--- config.mk ---
export PLATFORM = sky130hd
export DESIGN_NAME = serial_adder_32bit
export DESIGN_NICKNAME = d
export VERILOG_FILES = /design/src/rtl/serial_adder_32bit.sv
export SDC_FILE = /design/constraint.sdc
export NUM_CORES = 1
export LEC_CHECK = 0
export CAP_MARGIN = 20
export CORE_UTILIZATION = 49
export CTS_CLUSTER_DIAMETER = 60
export DETAILED_ROUTE_END_ITERATION = 10
export PLACE_DENSITY = 0.85
export SETUP_SLACK_MARGIN = 0.2
export SLEW_MARGIN = 20
export SYNTH_ARGS = -nofsm -noshare
export SYNTH_HDL_FRONTEND = slang
export SYNTH_SLANG_ARGS = --single-unit
--- constraint.sdc ---
create_clock -name clk -period 3.8 [get_ports clk]
set_clock_uncertainty 0.2 [all_clocks]
set_input_delay 0.76 -clock clk [delete_from_list [all_inputs] [get_ports clk]]
set_output_delay 0.76 -clock clk [all_outputs]
set_load 0.005 [all_outputs]
--- src/rtl/serial_adder_32bit.sv ---
// serial_adder_32bit: multi-cycle adder computing a + b + cin, CHUNK bits per
// clock, LSB chunk first. Operands are latched on an accepted start and the
// inter-chunk carry lives in a flop, so the critical path is one CHUNK-bit add.
// Optional feature macro: SERIAL_ADD_OVF_EN enables the signed-overflow flag;
// without it the overflow port is tied low.
// CHUNK must divide WIDTH; N = WIDTH/CHUNK chunk cycles per operation.

module serial_adder_32bit #(
    parameter int WIDTH = 32,
    parameter int CHUNK = 8
) (
    input  logic             clk,
    input  logic             rst,
    input  logic             start,
    input  logic [WIDTH-1:0] a,
    input  logic [WIDTH-1:0] b,
    input  logic             cin,
    output logic             busy,
    output logic             done,
    output logic [WIDTH-1:0] sum,
    output logic             cout,
    output logic             overflow
);

    localparam int            N    = WIDTH / CHUNK;
    localparam int            CW   = (N > 1) ? $clog2(N) : 1;
    localparam logic [CW-1:0] LAST = CW'(N - 1);

    typedef enum logic [1:0] {
        IDLE = 2'd0,
        BUSY = 2'd1,
        DONE = 2'd2
    } state_t;

    state_t           state, state_nxt;
    logic [WIDTH-1:0] a_q, b_q, sum_q;
    logic             carry_q, cout_q;
    logic [CW-1:0]    count_q;

    logic             accept, last;
    logic [CHUNK-1:0] a_chunk, b_chunk, s;
    logic             c;
    int               idx;

    // Decode accept/last and add the current chunk with the stored carry.
    always_comb begin
        // NOTE: every signal assigned here gets a value on every path, so no latch is inferred.
        accept  = start && (state == IDLE || state == DONE);
        last    = (state == BUSY) && (count_q == LAST);
        idx     = int'(count_q) * CHUNK;
        a_chunk = a_q[idx +: CHUNK];
        b_chunk = b_q[idx +: CHUNK];
        {c, s}  = {1'b0, a_chunk} + {1'b0, b_chunk} + (CHUNK + 1)'(carry_q);
    end

    // Next-state logic: start is only honoured in IDLE or DONE.
    always_comb begin
        state_nxt = state;
        case (state)
            IDLE:    if (start) state_nxt = BUSY;
            BUSY:    if (count_q == LAST) state_nxt = DONE;
            DONE:    state_nxt = start ? BUSY : IDLE;
            default: state_nxt = IDLE;
        endcase
    end

    // State register with synchronous reset.
    always_ff @(posedge clk) begin
        // NOTE: sequential state uses non-blocking assignments so every flop samples pre-edge values.
        if (rst) state <= IDLE;
        else     state <= state_nxt;
    end

    // Operand holding registers, loaded only on an accepted start.
    always_ff @(posedge clk) begin
        // NOTE: operands are not reset; they are always written before BUSY can read them.
        if (accept) begin
            a_q <= a;
            b_q <= b;
        end
    end

    // Chunk datapath: carry flop, chunk counter, result and carry-out.
    always_ff @(posedge clk) begin
        if (rst) begin
            carry_q <= 1'b0;
            count_q <= '0;
            sum_q   <= '0;
            cout_q  <= 1'b0;
        end else if (accept) begin
            carry_q <= cin;
            count_q <= '0;
            sum_q   <= '0;
            cout_q  <= 1'b0;
        end else if (state == BUSY) begin
            sum_q[idx +: CHUNK] <= s;
            carry_q             <= c;
            count_q             <= last ? '0 : count_q + 1'b1;
            if (last) cout_q <= c;
        end
    end

`ifdef SERIAL_ADD_OVF_EN
    logic ovf_q;

    // Signed overflow from latched operand signs and the final sum MSB.
    always_ff @(posedge clk) begin
        if (rst)
            ovf_q <= 1'b0;
        else if (accept)
            ovf_q <= 1'b0;
        else if (last)
            ovf_q <= (a_q[WIDTH-1] == b_q[WIDTH-1]) && (s[CHUNK-1] != a_q[WIDTH-1]);
    end

    assign overflow = ovf_q;
`else
    assign overflow = 1'b0;
`endif

    assign busy = (state == BUSY);
    assign done = (state == DONE);
    assign sum  = sum_q;
    assign cout = cout_q;

endmodule

==> results.json <==
{
  "critPathRequiredTime_ns": 3.86,
  "hold_path_class": "flop to flop",
  "ioPinCount": 104,
  "seq_area_sq_um": 2680,
  "crit_arrival_ns": 3.14,
  "fillers": 579,
  "rsz0062_at_grt": "false",
  "fin_crit_sh_pct": 81.1,
  "crit_start": "count_q[0]",
  "p_per_area_nw_per_um2": 425,
  "fp.coreArea_sq_um": 8180,
  "cpMaxStageDelayCell": "mux4_2",
  "antenna_found_initial": 0,
  "avgSynthCellArea_sq_um": 15.7,
  "p_leak_nw": 1.87,
  "crit_chain": "buf_4, mux4_2, fa_1, a21oi_1, o21ai_1, a21oi_1, xnor2_1, a32o_1",
  "slew_headroom_pct": 49.5,
  "dpl.cell_count": 463,
  "reg2reg_from": "count_q[0]",
  "syn_area_sq_um": 4120,
  "h-tree-depth": 3,
  "criticalPathCategory": "flop to flop",
  "via_count": 2624,
  "synth_commonest_cells": "64 x edfxtp_1, 38 x dfxtp_1, 28 x nor2_1, 20 x a22oi_1, 16 x mux4_2",
  "cts_root_buf": "clkbuf_8",
  "yosys-top-cells-area": "edfxtp_1 47%, dfxtp_1 18%, mux4_2 8.7%",
  "cts_setup_buffers": 0,
  "first_global_vias": 2660,
  "clockBufferDepth": 2,
  "cp-end-kind": "flop",
  "synth_edf_count": 64,
  "worstSkewPairLatency_ns": 0.36,
  "ys_seq_area_share_pct": 65.0,
  "critPathMostFrequentCell": "a21oi_1",
  "dieArea_sq_um": 8790,
  "die_w_um": 93.7,
  "n_antenna_cell": 0,
  "setup_ws_ns": 0.720,
  "dp_slack_ns": 0.726,
  "finalCriticalPeriod_ns": 3.08,
  "clkTransAtPathRegs_ns": 0.09,
  "final_util_pct": 66.9,
  "status": "finished, final reports clean",
  "critPathLaunchType": "flop",
  "hold_viol": 0,
  "gp_congestion": 0.827,
  "crit_path_max_incr_delay_ns": 0.61,
  "syn_nets": 345,
  "finalNonFillerCells": 479,
  "ys_ff_latch": 102,
  "dr.pass1.iters": 5,
  "worstMarginPinSlew_ns": 0.754,
  "synthCells": 262,
  "finalWirelength_um": 7990,
  "viasPerCell": 5.48,
  "cts_tree": "built",
  "synth_most_common_cell": "edfxtp_1",
  "yosys_warnings": 0,
  "max-vdd-ir-drop_uv": 231,
  "synth_top_area_share_pct": 46.6,
  "numCtsBuffers": 9,
  "synth_cell_types": 39,
  "hp-start": "sum[15]",
  "drc": 0,
  "die_height_um": 93.7,
  "grt_usage_pct": 19.3,
  "hpwl_um": 5990,
  "timing.fmax_mhz": 325,
  "cts.sinks": 102,
  "layout-drive-gt1-share_pct": 13.1,
  "setup_violations": 0,
  "initial_core_util_pct": 50.4,
  "area_growth_pct": 32.6,
  "grt_first_pass_wirelength_um": 12600,
  "hold_buffers": 0,
  "row_count": 33,
  "drv_slew": 0,
  "drt_iter0_markers": 131,
  "nNetsFinal": 452,
  "wl_per_cell_um": 16.7,
  "port_buffers": 102,
  "timing.hold.ws_ns": 0.281,
  "synth_top_area_cell": "edfxtp_1",
  "crit_fanout": 22,
  "synth_ff_type": "edfxtp_1",
  "ant_nets": 0,
  "overflow": 0,
  "cts_repair_resize_count": 0,
  "multiInputGateArea_sq_um": 1370,
  "maxCapViolations": 0,
  "grt_max_degree": 63,
  "ys_async_sr_fraction_pct": 0,
  "setup_tns_ns": 0
}
==> path summary, 6_finish.rpt <==
path                            endpoint  depth (start not counted)  slack, ns
worst max register to register   sum[14]                          8       0.72
worst min-delay path             sum[15]                          1       0.28
worst min register to register   sum[15]                          1       0.28
worst max-delay path             sum[14]                          8       0.72
==> power breakdown <==
| group | switching (mW) | internal [mW] | leakage [nW] |
|---|---|---|---|
| logic | 0.182 | 0.167 | 0.843 |
| clock network | 0.356 | 0.367 | 0.102 |
| registers | 0.0173 | 1.24 | 0.920 |
==> cells in the final DEF (no fill, tap or decap), types with 2 or more instances in the layout <==
master and count:
dfxtp_1 37, nand3_1 2, clkdlybuf4s50_1 102, a31oi_1 2
nor3_1 3, nand2_1 5, a21oi_1 11, buf_4 4
fa_1 2, ha_1 13, inv_2 2, clkinv_1 3
nor4b_4 3, nand2b_1 2, bufinv_16 2, o21ai_1 4
nand2_2 2, xnor2_1 3, clkbuf_8 9, edfxtp_1 64
a22oi_1 20, inv_1 2, nor2_1 28, mux4_2 16
xor2_1 2, a32o_1 12, a21o_1 3
==> cells by family (layout without fill, tap and decap cells) <==
| family | count (synthesis) | count (layout) | synth area share (%) |
|---|---|---|---|
| AO/OA/AOI/OAI | 57 | 57 | 10.8 |
| XOR/XNOR | 5 | 5 | 1.06 |
| adder cells (fa/ha/maj) | 15 | 15 | 4.92 |
| buffers and inverters | 15 | 127 | 1.76 |
| flip-flops | 102 | 102 | 65.0 |
| multiplexers | 16 | 16 | 8.74 |
| other | 1 | 1 | 0.0909 |
| AND/OR/NAND/NOR | 51 | 51 | 7.55 |
==> per-stage QoR <==
step / cell area, sq um / total power [mW]
2_1_floorplan: 4120 / 1.49
3_3_place_gp: 5260 / 1.61
3_5_place_dp: 5260 / 1.63
4_1_cts: 5470 / 2.33
5_1_grt: 5470 / 2.42
6_report: 5470 / 2.32
==> critical path: cells and delay by family, from the launching register on <==
| kind | cells | cell delay [ns] |
|---|---|---|
| compound gates | 4 | 0.73 |
| xor+xnor | 1 | 0.17 |
| fa+ha+maj | 1 | 0.51 |
| buf+inv | 1 | 0.39 |
| flops | 1 | 0.37 |
| mux | 1 | 0.61 |
==> layer usage <==
layer | vias to the layer above | wire length, um | part of all wire [%] | global-route usage, %
li1 | 1242 | - | - | -
met1 | 1270 | 3130 | 39 | 22.6
met2 | 100 | 4290 | 54 | 34.3
met3 | 12 | 425 | 5.3 | 4.21
met4 | 0 | 148 | 1.9 | 7.44
met5 | - | 0 | 0 | 0
==> final cells by class <==
| class | instances | area share [%] |
|---|---|---|
| clock buffers | 9 | 2.27 |
| clock inverters | 7 | 1.60 |
| inverters | 5 | 0.366 |
| multi-input cells | 145 | 25.0 |
| flip-flops and latches | 102 | 49.1 |
| well taps | 105 | 2.40 |
| repair buffers | 106 | 19.2 |
==> registers in the layout (all words and copies together), names as in the netlist <==
register  flops
b_q          32
a_q          32
cout          1
count_q       2
state         2
sum          32
carry_q       1
Power figures use the tool's default switching activity.
